File: config.mk
export PLATFORM = sky130hd
export DESIGN_NAME = button_conditioner_flat
export DESIGN_NICKNAME = d
export VERILOG_FILES = /design/src/rtl/button_conditioner_if.sv /design/src/rtl/button_conditioner.sv /design/src/flat_wrapper.sv
export SDC_FILE = /design/constraint.sdc
export NUM_CORES = 1
export LEC_CHECK = 0
export CAP_MARGIN = 25
export CORE_MARGIN = 1.5
export CORE_UTILIZATION = 46
export DETAILED_ROUTE_END_ITERATION = 16
export GPL_TIMING_DRIVEN = 0
export PLACE_DENSITY = 0.62
export REMOVE_ABC_BUFFERS = 1
export SYNTH_ARGS = -nofsm -noshare
export SYNTH_HDL_FRONTEND = slang
export SYNTH_SLANG_ARGS = --single-unit
File: constraint.sdc
create_clock -name clk -period 12.8 [get_ports clk]
set_input_delay 1.92 -clock clk [delete_from_list [all_inputs] [get_ports clk]]
set_output_delay 1.92 -clock clk [all_outputs]
set_load 0.02 [all_outputs]
File: src/rtl/button_conditioner_if.sv
// button_conditioner_if: raw button inputs and the conditioned level, strobe and hold outputs
interface button_conditioner_if;
    logic [2:0] btn_raw;
    logic [2:0] btn_level;
    logic [2:0] btn_pulse;
    logic [2:0] btn_release;
    logic [2:0] btn_long;
    modport master(output btn_raw, input btn_level, btn_pulse, btn_release, btn_long);
    modport slave(input btn_raw, output btn_level, btn_pulse, btn_release, btn_long);
endinterface

File: src/rtl/button_conditioner.sv
// button_conditioner: per-button sync, debounce, and press/auto-repeat/long-hold/release strobes
module button_conditioner #(
    parameter int DEBOUNCE_CYCLES = 1_000_000,
    parameter int REPEAT_DELAY = 25_000_000,
    parameter int REPEAT_RATE = 5_000_000,
    parameter logic [2:0] REPEAT_MASK = 3'b010
) (
    input logic clk,
    input logic reset,
    button_conditioner_if.slave bus
);
    localparam int MAX_DR = DEBOUNCE_CYCLES > REPEAT_DELAY ? DEBOUNCE_CYCLES : REPEAT_DELAY;
    localparam int MAXC = MAX_DR > REPEAT_RATE ? MAX_DR : REPEAT_RATE;
    localparam int CW = $clog2(MAXC + 1);
    localparam logic [CW-1:0] DB_LAST = CW'(DEBOUNCE_CYCLES - 1);
    localparam logic [CW-1:0] RD_LAST = CW'(REPEAT_DELAY - 1);
    localparam logic [CW-1:0] RR_LAST = CW'(REPEAT_RATE - 1);

    typedef enum logic [1:0] {IDLE, HELD, REPEAT} state_e;

    logic [2:0] sync1_q, sync1_d, sync2_q, sync2_d;
    logic [2:0] level_q, level_d, pulse_q, pulse_d, release_q, release_d, long_q, long_d;
    logic [CW-1:0] db_q [3];
    logic [CW-1:0] db_d [3];
    logic [CW-1:0] hold_q [3];
    logic [CW-1:0] hold_d [3];
    state_e state_q [3];
    state_e state_d [3];

    always_comb begin
        sync1_d = bus.btn_raw;
        sync2_d = sync1_q;
        level_d = level_q;
        pulse_d = '0;
        release_d = '0;
        long_d = long_q;
        for (int i = 0; i < 3; i++) begin
            db_d[i] = '0;
            hold_d[i] = hold_q[i];
            state_d[i] = state_q[i];
            if (sync2_q[i] != level_q[i]) begin
                if (db_q[i] == DB_LAST) level_d[i] = ~level_q[i];
                else db_d[i] = db_q[i] + 1'b1;
            end
            // FSM keys off level_d so strobes line up with the cycle the level first changes
            case (state_q[i])
                IDLE: if (level_d[i]) begin
                    pulse_d[i] = 1'b1;
                    hold_d[i] = '0;
                    state_d[i] = HELD;
                end
                HELD, REPEAT: if (!level_d[i]) begin
                    release_d[i] = 1'b1;
                    long_d[i] = 1'b0;
                    hold_d[i] = '0;
                    state_d[i] = IDLE;
                end else if (hold_q[i] == (state_q[i] == HELD ? RD_LAST : RR_LAST)) begin
                    pulse_d[i] = REPEAT_MASK[i];
                    long_d[i] = 1'b1;
                    hold_d[i] = '0;
                    state_d[i] = REPEAT;
                end else begin
                    hold_d[i] = hold_q[i] + 1'b1;
                end
                default: state_d[i] = IDLE;
            endcase
        end
    end

    always_ff @(posedge clk or posedge reset) begin
        if (reset) begin
            sync1_q <= '0;
            sync2_q <= '0;
            level_q <= '0;
            pulse_q <= '0;
            release_q <= '0;
            long_q <= '0;
            for (int i = 0; i < 3; i++) begin
                db_q[i] <= '0;
                hold_q[i] <= '0;
                state_q[i] <= IDLE;
            end
        end else begin
            sync1_q <= sync1_d;
            sync2_q <= sync2_d;
            level_q <= level_d;
            pulse_q <= pulse_d;
            release_q <= release_d;
            long_q <= long_d;
            for (int i = 0; i < 3; i++) begin
                db_q[i] <= db_d[i];
                hold_q[i] <= hold_d[i];
                state_q[i] <= state_d[i];
            end
        end
    end

    assign bus.btn_level = level_q;
    assign bus.btn_pulse = pulse_q;
    assign bus.btn_release = release_q;
    assign bus.btn_long = long_q;
endmodule

File: src/flat_wrapper.sv
// flat-port wrapper written by rule: the top's interface ports become plain ports
module button_conditioner_flat 
#(
    parameter int DEBOUNCE_CYCLES = 1_000_000,
    parameter int REPEAT_DELAY = 25_000_000,
    parameter int REPEAT_RATE = 5_000_000,
    parameter logic [2:0] REPEAT_MASK = 3'b010
)
  (clk, reset, bus_btn_raw, bus_btn_level, bus_btn_pulse, bus_btn_release, bus_btn_long);
  button_conditioner_if bus_i ();
  input logic clk;
  input logic reset;
  input wire logic [$bits(bus_i.btn_raw)-1:0] bus_btn_raw;
  output wire logic [$bits(bus_i.btn_level)-1:0] bus_btn_level;
  output wire logic [$bits(bus_i.btn_pulse)-1:0] bus_btn_pulse;
  output wire logic [$bits(bus_i.btn_release)-1:0] bus_btn_release;
  output wire logic [$bits(bus_i.btn_long)-1:0] bus_btn_long;
  assign bus_i.btn_raw = bus_btn_raw;
  assign bus_btn_level = bus_i.btn_level;
  assign bus_btn_pulse = bus_i.btn_pulse;
  assign bus_btn_release = bus_i.btn_release;
  assign bus_btn_long = bus_i.btn_long;
  button_conditioner #(.DEBOUNCE_CYCLES(DEBOUNCE_CYCLES), .REPEAT_DELAY(REPEAT_DELAY), .REPEAT_RATE(REPEAT_RATE), .REPEAT_MASK(REPEAT_MASK)) u_core (.clk(clk), .reset(reset), .bus(bus_i));
endmodule
==> impl_metrics.toml, run 1 <==
[global_route]
grt_max_degree = 119
gr-total-overflow = 0
antenna_found_initial = 0
grt_pass1_wl_um = 31800
grt_util_all_layers_pct = 19.0
first_global_vias = 6629

[final_layout]
drive_above_1_share_pct = 5.47
leading_cell_type_in_the_layout_fill_and_taps_excluded = "sky130_fd_sc_hd__dfrtp_1"
fill_cells = 1811
layout.cell_area.non_filler_um2 = 10200
layout_common_cells = "sky130_fd_sc_hd__dfrtp_1 (174), sky130_fd_sc_hd__nor2_1 (128), sky130_fd_sc_hd__nand2_1 (97), sky130_fd_sc_hd__nand3_1 (85), sky130_fd_sc_hd__xor2_1 (50)"
antennaDiodeCount = 0
fin_nets = 995
synthToLayoutAreaGrowth_pct = 12.7

[clocking]
cts-buffers-inserted = 17
clkLatencyLatePin_ps = 420
number_of_buffers_added_to_fix_hold_violations_after_cts = 0
clock-root-buffer = "sky130_fd_sc_hd__clkbuf_16"
clock_sink_count = 174
cts.repair_timing.setup_buffer_count = 0
buffers_from_clock_root_to_sink_at_most = 2
cts_max_level = 4
clk_pin_slew_ps = 70
post_cts.resized_instances = 0
tritoncts_clock_tree = "done"

[drt]
detail-route-antenna-nets = 0
pre_antenna_drt_iters = 5
first_iter_violations = 466
detail_route.vias_per_cell = 5.57
avg_wl_per_cell_um = 14.1
detail_route.wirelength_um = 17700
drc_errors = 0
dr_total_vias = 6976

[synth]
synth_sequential_area_ratio_pct = 48.1
dominantRegCellSynth = "sky130_fd_sc_hd__dfrtp_1"
avgSynthCellArea_um2 = 9.37
post_synth_num_cell_types = 59
edff_count_synth = 0
async_reset_ff_share_pct = 100
synthCells = 966
synth_area_um2 = 9050
synth_top_cells_by_area = "sky130_fd_sc_hd__dfrtp_1 (48%), sky130_fd_sc_hd__nor2_1 (5.3%), sky130_fd_sc_hd__xor2_1 (4.8%)"
yosysTopAreaCell = "sky130_fd_sc_hd__dfrtp_1"
synthDominantCellAreaShare_pct = 48.1
synth.ff_latch_count = 174
warnings_synthesis = 0

[critical_path]
crit_family = "buffers and inverters"
worst-path-buf-inv = 1
critPathCaptureType = "primary output"
setup.worst_path.class = "flip-flop to primary output"
data_arrival_time_at_the_worst_slack_endpoint_ps = 1460
worstPathMaxFanout = 4
worstPathCellList = "clkdlybuf4s50_1"
worst_setup_path_start_kind = "flip-flop"
worstPathRequired_ps = 10880
cpMaxStageDelayCell = "sky130_fd_sc_hd__clkdlybuf4s50_1"
critPathMaxStageDelay_ps = 620

[placed_design]
dpl.hpwl_um = 11600
gp_congestion = 0.757
numPortBuffers = 16
postPlaceCellArea_um2 = 9580

[floorplanning]
initial_core_util_pct = 46.7
die-height_um = 143
placement_rows = 51
floorplan.die.width_um = 143
floorplan.core_area_um2 = 19400
die_area_um2 = 20500
ioPinCount = 17

[sta]
finalCritPeriodShare_pct = 26.4
clock.fmax_mhz = 296
finalSetupViolations = 0
setup_total_negative_slack_ps = 0
max_slew_margin_pct = 33.4
slew_violations = 0
final-hold-violation-count = 0
fin_worst_hold_slack_ps = 355
grt_setup_unrepaired = "false"
transition_time_of_the_tightest_slew_check_pin_ps = 990
period_needed_ps = 3380
clock-skew-final_ps = 6.33

[power]
power_leakage_nw = 4.38
pwr_density_cell_nw_per_um2 = 110
power.ir.vdd_worst_v = 0.0000924

[min_path]
worstHoldPathType = "flip-flop to flip-flop"

[status]
run_status = "complete, no violations"

[run]
cap_viol_max_count = 0
## per-layer routing
| metal | wire [um] | up-vias | part of all wire [%] | global-route usage (%) |
|---|---|---|---|---|
| li1 | - | 3484 | - | - |
| met1 | 8900 | 3396 | 50 | 26.7 |
| met2 | 8080 | 81 | 46 | 29.8 |
| met3 | 542 | 15 | 3.1 | 4.19 |
| met4 | 169 | 0 | 0.96 | 4.89 |
| met5 | 0 | - | 0 | 0 |
## path summary, 6_finish.rpt
check                                              from                       to  slack (ps)  cells past startpoint
worst max-delay path            u_core.bus.btn_level[2]         bus_btn_level[2]        9420                      1
worst max register to register          u_core.db_q[63]        u_core.hold_q[61]        9640                      7
worst min register to register        u_core.sync1_q[1]        u_core.sync2_q[1]         360                      0
min in group asynchronous                         reset  u_core.bus.btn_level[2]        1920                      2
max in group asynchronous                         reset        u_core.hold_q[46]        9940                      3
worst min-delay path                  u_core.sync1_q[1]        u_core.sync2_q[1]         360                      0
## where the power goes
| group | internal [W] | switching, W | total [W] |
|---|---|---|---|
| Clock | 0.000329 | 0.000211 | 0.000540 |
| Sequential | 0.000553 | 0.00000293 | 0.000556 |
| Combinational | 0.00000525 | 0.0000166 | 0.0000219 |
## sequential cells by signal, indices dropped and copies added, names as in the netlist
name	count
u_core.sync2_q	3
u_core.bus.btn_level	3
u_core.bus.btn_pulse	3
u_core.state_q	6
u_core.sync1_q	3
u_core.db_q	75
u_core.bus.btn_release	3
u_core.bus.btn_long	3
u_core.hold_q	75
## Yosys cell counts, drive strengths merged (2+ instances only)
library cell and n:
a21o 11, o311ai 13, nor4bb 3, nor2 128, o211a 4, clkbuf 25, a221o 15, nor2b 6
a21oi 28, or4 4, nor3 22, nand4 42, a2111o 2, buf 8, xnor2 26, and4 14
nand4b 2, nand3b 2, ha 15, nand3 85, mux2i 13, xor2 50, and3 35, o31ai 3
a211oi 3, nor4 11, a31o 4, o21ai 24, inv 32, a22o 14, or3 19, or2 5
nor4b 4, dfrtp 174, nand2 97, and2 10
## worst register-to-register path, stage by stage (launching register included)
cell	delay [ps]
sky130_fd_sc_hd__dfrtp_1	410
sky130_fd_sc_hd__nor4_1	300
sky130_fd_sc_hd__nand4_1	250
sky130_fd_sc_hd__nor4_1	860
sky130_fd_sc_hd__o211ai_1	530
sky130_fd_sc_hd__buf_6	310
sky130_fd_sc_hd__or3_1	350
sky130_fd_sc_hd__nand3_1	90
## cell families (layout without fill, tap and decap cells)
kind of cell | count (synthesis) | in the layout | share of synthesized area (%)
flops | 174 | 174 | 48.1
simple gates | 493 | 493 | 27.3
buf+inv | 65 | 87 | 2.86
fa+ha+maj | 15 | 15 | 2.07
xor+xnor | 76 | 76 | 7.35
compound gates | 129 | 129 | 10.8
mux | 14 | 14 | 1.56
## area by class of cell
cell class	count	area, um^2	area share (%)
clock buffer	24	492	4.82
clock inverter	8	129	1.26
inverter	32	128	1.25
multi-input combinational	727	4480	43.9
sequential	174	4350	42.7
tap	265	332	3.25
timing repair buffer	23	289	2.83
## stage by stage
| step | setup slack [ps] | utilization [%] | std cells | power [W] |
|---|---|---|---|---|
| after global placement | 3590 | 48.5 | 1214 | 0.000587 |
| after CTS | 9390 | 52.6 | 1252 | 0.00114 |
| after floorplan | 6160 | - | 933 | 0.000580 |
| after detailed placement | 9480 | 49.4 | 1220 | 0.000589 |
| final | 9420 | 52.6 | 1253 | 0.00112 |
| after global routing | 9330 | 52.6 | 1253 | 0.00117 |
(Power assumes the default switching activity.)
==> run 2, diff against run 1 <==
PLACE_DENSITY = 0.64   (was 0.62)
clock period = 2.9 ns   (was 12.8 ns; I/O delays follow)
==> run 2 against run 1 <==
Power rose to 4.3 times the previous value. Utilization down 0.11 points. Worst setup slack worse by 9300 ps. Critical path type is now flip-flop to flip-flop. Via count up 0.79%. Clock skew up 6.8 ps. Global-route usage down 0.42 points. Final cell count up 0.16%. Combinational power rose to 4.5 times the previous value. Largest power group unchanged. Sequential share of layout area up 0.089 points. Die area unchanged. Sequential power rose to 4.4 times the previous value. Hold slack worse by 3.3 ps.
==> impl_metrics.toml, run 2 (same netlist as run 1, synthesis figures left out) <==
[status]
run_status = "complete, no violations"

[final_layout]
antennaDiodeCount = 0
drive_above_1_share_pct = 6.16
layout_common_cells = "sky130_fd_sc_hd__dfrtp_1 (174), sky130_fd_sc_hd__nor2_1 (128), sky130_fd_sc_hd__nand2_1 (97), sky130_fd_sc_hd__nand3_1 (85), sky130_fd_sc_hd__xor2_1 (50)"
leading_cell_type_in_the_layout_fill_and_taps_excluded = "sky130_fd_sc_hd__dfrtp_1"
largestRegisters = "u_core.db_q: 75 flops, u_core.hold_q: 75 flops, u_core.state_q: 6 flops"
synthToLayoutAreaGrowth_pct = 12.5
fin_nets = 997
final_core_utilization_pct = 52.5

[floorplanning]
floorplan.die.width_um = 143
die_area_um2 = 20500
die-height_um = 143
initial_core_util_pct = 46.7
placement_rows = 51
floorplan.core_area_um2 = 19400
ioPinCount = 17

[placed_design]
gp_congestion = 0.767
numPortBuffers = 16
dpl.hpwl_um = 11600

[sta]
period_needed_ps = 2770
setup_total_negative_slack_ps = 0
grt_setup_unrepaired = "false"
fin_worst_hold_slack_ps = 352
slew_violations = 0
finalCritPeriodShare_pct = 95.4
finalSetupViolations = 0
clock.fmax_mhz = 361
clock-skew-final_ps = 13.2
transition_time_of_the_tightest_slew_check_pin_ps = 1060
final-hold-violation-count = 0
max_slew_margin_pct = 28.7

[drt]
detail-route-antenna-nets = 0
avg_wl_per_cell_um = 14.2
detail_route.wirelength_um = 17800
drc_errors = 0
first_iter_violations = 364
pre_antenna_drt_iters = 4
detail_route.vias_per_cell = 5.60
dr_total_vias = 7031

[min_path]
worstHoldPathType = "flip-flop to flip-flop"

[critical_path]
critPathCaptureType = "flip-flop"
setup.worst_path.class = "flip-flop to flip-flop"
worstPathMaxFanout = 16
worst_setup_path_start_kind = "flip-flop"
data_arrival_time_at_the_worst_slack_endpoint_ps = 3080
worstPathRequired_ps = 3210

[clocking]
cts_max_level = 4
cts-buffers-inserted = 17
clock-root-buffer = "sky130_fd_sc_hd__clkbuf_16"
clock_sink_count = 174
buffers_from_clock_root_to_sink_at_most = 2
clk_pin_slew_ps = 70
clkLatencyLatePin_ps = 440
tritoncts_clock_tree = "done"

[power]
power.total_w = 0.00479
power_leakage_nw = 4.36
pwr_density_cell_nw_per_um2 = 471
power.ir.vdd_worst_v = 0.000389

[global_route]
grt_util_all_layers_pct = 18.6
antenna_found_initial = 0
first_global_vias = 6551
grt_max_degree = 129
grt_pass1_wl_um = 31100
gr-total-overflow = 0

[run]
cap_viol_max_count = 0
## run 2: changes by cell type in the layout (fill, tap and decap cells not counted), sizes merged
cell      previous run  this run
clkinvlp             4         2
buf                  7         9
inv                 33        34
clkbuf              24        21
clkinv               0         6
bufinv               3         1
## run 2: final cells by class
| type | count | area [um^2] |
|---|---|---|
| multi-input cells | 727 | 4500 |
| inverters | 32 | 128 |
| fillers | 1795 | 9220 |
| clock buffers | 21 | 470 |
| repair buffers | 25 | 290 |
| well taps | 265 | 332 |
| clock inverters | 11 | 108 |
| flip-flops and latches | 174 | 4350 |
## run 2: what timing repair did
item	CTS	global route
resized for setup	3	1
pin swaps	0	2
buffers inserted	0	2
gates cloned	0	0
setup endpoints to repair	33	38
hold buffers	0	0
## run 2: through the flow
stage	area (um^2)	worst slack (ps)	std cells
floorplan	8910	-2250	933
global placement	9410	-4810	1214
detailed placement	9570	-182	1221
CTS	10200	3.99	1253
global route	10200	42.5	1255
finish	10200	133	1255
## run 2: power breakdown
group | total (W) | switching (W) | internal [W]
Combinational | 0.0000975 | 0.0000741 | 0.0000234
Clock | 0.00224 | 0.000983 | 0.00126
Sequential | 0.00245 | 0.0000121 | 0.00244
Total | 0.00479 | 0.00107 | 0.00372
## run 2: final timing paths
kind | end | start | slack [ps] | cells after the start
min | u_core.sync2_q[0] | u_core.sync1_q[0] | 350 | 0
max in group asynchronous | u_core.bus.btn_pulse[1] | reset | 1570 | 3
max reg2reg | u_core.hold_q[34] | u_core.hold_q[32] | 130 | 7
min reg2reg | u_core.sync2_q[0] | u_core.sync1_q[0] | 350 | 0
min in group asynchronous | u_core.db_q[3] | reset | 390 | 2
max | u_core.hold_q[34] | u_core.hold_q[32] | 130 | 7
## run 2: metal layers
| metal | up-vias | routed length (um) | GRT usage (%) |
|---|---|---|---|
| li1 | 3489 | - | - |
| met1 | 3449 | 9010 | 26.0 |
| met2 | 81 | 8110 | 29.4 |
| met3 | 12 | 533 | 4.02 |
| met4 | 0 | 121 | 4.89 |
| met5 | - | 0 | 0 |
## run 2: worst max-delay path, stage by stage (launching register included)
cell	delay, ps
sky130_fd_sc_hd__dfrtp_1	440
sky130_fd_sc_hd__or4b_1	550
sky130_fd_sc_hd__or4_4	530
sky130_fd_sc_hd__a2111oi_4	380
sky130_fd_sc_hd__a211oi_4	100
sky130_fd_sc_hd__buf_4	220
sky130_fd_sc_hd__and3_1	180
sky130_fd_sc_hd__a221o_1	250
==> run 3, diff against run 2 <==
PLACE_DENSITY = unset   (was 0.64)
PLACE_DENSITY_LB_ADDON = 0.12   (was unset)
==> run 3 against run 2 <==
Flip-flop and latch count unchanged. Count of clock-buffer cells in the layout is 3 lower. Power rose by 3.6%. Critical path type unchanged. Critical endpoint is now u_core.hold_q[30]. Highest routed layer unchanged.
==> impl_metrics.toml, run 3 (same netlist as run 1, synthesis figures left out) <==
[global_route]
grt_util_all_layers_pct = 18.7
first_global_vias = 6586
grt_pass1_wl_um = 31100
antenna_found_initial = 0
gr-total-overflow = 0
grt_max_degree = 120

[drt]
detail_route.wirelength_um = 18300
pre_antenna_drt_iters = 5
dr_total_vias = 6992
avg_wl_per_cell_um = 14.5
detail_route.vias_per_cell = 5.52
detail-route-antenna-nets = 0
drc_errors = 0
first_iter_violations = 355

[final_layout]
leading_cell_type_in_the_layout_fill_and_taps_excluded = "sky130_fd_sc_hd__dfrtp_1"
antennaDiodeCount = 0
multi_input_comb_area_um2 = 4520
flip_flop_and_latch_area_um2 = 4360
synthToLayoutAreaGrowth_pct = 14.5
largestRegisters = "u_core.db_q: 75 flops, u_core.hold_q: 75 flops, u_core.state_q: 6 flops"
final_core_utilization_pct = 53.4
fin_nets = 1009
layout_common_cells = "sky130_fd_sc_hd__dfrtp_1 (173), sky130_fd_sc_hd__nor2_1 (128), sky130_fd_sc_hd__nand2_1 (97), sky130_fd_sc_hd__nand3_1 (85), sky130_fd_sc_hd__xor2_1 (50)"
drive_above_1_share_pct = 7.29
fill_cells = 1770

[sta]
clock.fmax_mhz = 355
period_needed_ps = 2820
max_slew_margin_pct = 34.5
final-hold-violation-count = 0
finalCritPeriodShare_pct = 97.1
finalSetupViolations = 0
worst_slack_ps = 85.0
clock-skew-final_ps = 12.8
transition_time_of_the_tightest_slew_check_pin_ps = 974
setup_total_negative_slack_ps = 0
slew_violations = 0

[placed_design]
placement.setup.worst_slack_ps = -239
dpl.hpwl_um = 11500
numPortBuffers = 16
gp_congestion = 0.786

[floorplanning]
ioPinCount = 17
floorplan.die.width_um = 143
initial_core_util_pct = 46.7
die_area_um2 = 20500
floorplan.core_area_um2 = 19400
placement_rows = 51
die-height_um = 143

[clocking]
clock-root-buffer = "sky130_fd_sc_hd__clkbuf_16"
tritoncts_clock_tree = "done"
cts-buffers-inserted = 17
clk_pin_slew_ps = 70
buffers_from_clock_root_to_sink_at_most = 2
clkLatencyLatePin_ps = 430
number_of_buffers_added_to_fix_hold_violations_after_cts = 0
clock_sink_count = 174
cts_max_level = 4

[power]
pwr_density_cell_nw_per_um2 = 479
power_leakage_nw = 4.43
power.ir.vdd_worst_v = 0.000385

[critical_path]
worstPathMaxFanout = 8
critPathCaptureType = "flip-flop"
worstPathRequired_ps = 3220
data_arrival_time_at_the_worst_slack_endpoint_ps = 3140
worst_setup_path_start_kind = "flip-flop"
setup.worst_path.class = "flip-flop to flip-flop"

[status]
run_status = "complete, no violations"

[run]
cap_viol_max_count = 0

[min_path]
worstHoldPathType = "flip-flop to flip-flop"
[run 3: cell types whose count changed in the layout (fill, tap and decap cells not counted), moves of 2 or more]
cell                         before  now
sky130_fd_sc_hd__buf_4            4   11
sky130_fd_sc_hd__bufinv_16        1    4
sky130_fd_sc_hd__clkbuf_8         3    0
sky130_fd_sc_hd__buf_12           0    2
sky130_fd_sc_hd__clkinv_4         4    2
sky130_fd_sc_hd__clkinvlp_4       2    4
[run 3: area by class of cell]
type / instances / area share, %
clock buffer: 18 / 4.14
clock inverter: 13 / 1.83
inverter: 32 / 1.23
multi-input combinational: 728 / 43.6
sequential: 174 / 42.0
tap: 265 / 3.20
timing repair buffer: 36 / 3.95
[run 3: critical path: stages, from the launching register on]
cell and delay (ps):
sky130_fd_sc_hd__dfrtp_2 440, sky130_fd_sc_hd__or4b_1 520, sky130_fd_sc_hd__or4_4 470, sky130_fd_sc_hd__a2111oi_4 330, sky130_fd_sc_hd__buf_4 200, sky130_fd_sc_hd__a211oi_4 60
sky130_fd_sc_hd__clkbuf_16 200, sky130_fd_sc_hd__buf_4 160, sky130_fd_sc_hd__a221o_1 310
[run 3: per-stage QoR]
step / power [W] / cell area [um^2] / hold WS [ps] / std cells
6_report: 0.00497 / 10400 / 350 / 1266
5_1_grt: 0.00515 / 10400 / 365 / 1266
4_1_cts: 0.00504 / 10300 / 352 / 1256
3_5_place_dp: 0.00260 / 9580 / 337 / 1221
3_3_place_gp: 0.00259 / 9410 / 334 / 1214
2_1_floorplan: 0.00256 / 8910 / 331 / 933
[run 3: metal layers]
metal | global-route usage, % | routed length (um) | vias to the layer above | part of all wire [%]
met3 | 3.76 | 540 | 19 | 2.9
met2 | 29.9 | 8490 | 87 | 46
met4 | 5.85 | 208 | 0 | 1.1
met1 | 25.4 | 9080 | 3365 | 50
met5 | 0 | 0 | - | 0
li1 | - | - | 3521 | -
[run 3: final timing paths]
path                                   start                     end  slack (ps)  cells after the start
hold reg to reg            u_core.sync1_q[1]       u_core.sync2_q[1]         350                      0
min in group asynchronous              reset  u_core.bus.btn_long[0]         430                      2
setup reg to reg           u_core.hold_q[32]       u_core.hold_q[30]          80                      8
max in group asynchronous              reset       u_core.hold_q[40]        1550                      3
hold / removal             u_core.sync1_q[1]       u_core.sync2_q[1]         350                      0
setup / recovery           u_core.hold_q[32]       u_core.hold_q[30]          80                      8
[run 3: repair_timing]
item	CTS	global route
gates resized for setup	2	6
buffers inserted	4	8
cloned	0	2
endpoints found under the setup margin	37	50
pin swaps	1	4
[run 3: where the power goes]
| group | internal, W | leakage [nW] | total (W) | switching [W] |
|---|---|---|---|---|
| registers | 0.00244 | 2.41 | 0.00245 | 0.0000124 |
| clock network | 0.00144 | 0.289 | 0.00242 | 0.000972 |
| logic | 0.0000235 | 1.74 | 0.0000971 | 0.0000735 |
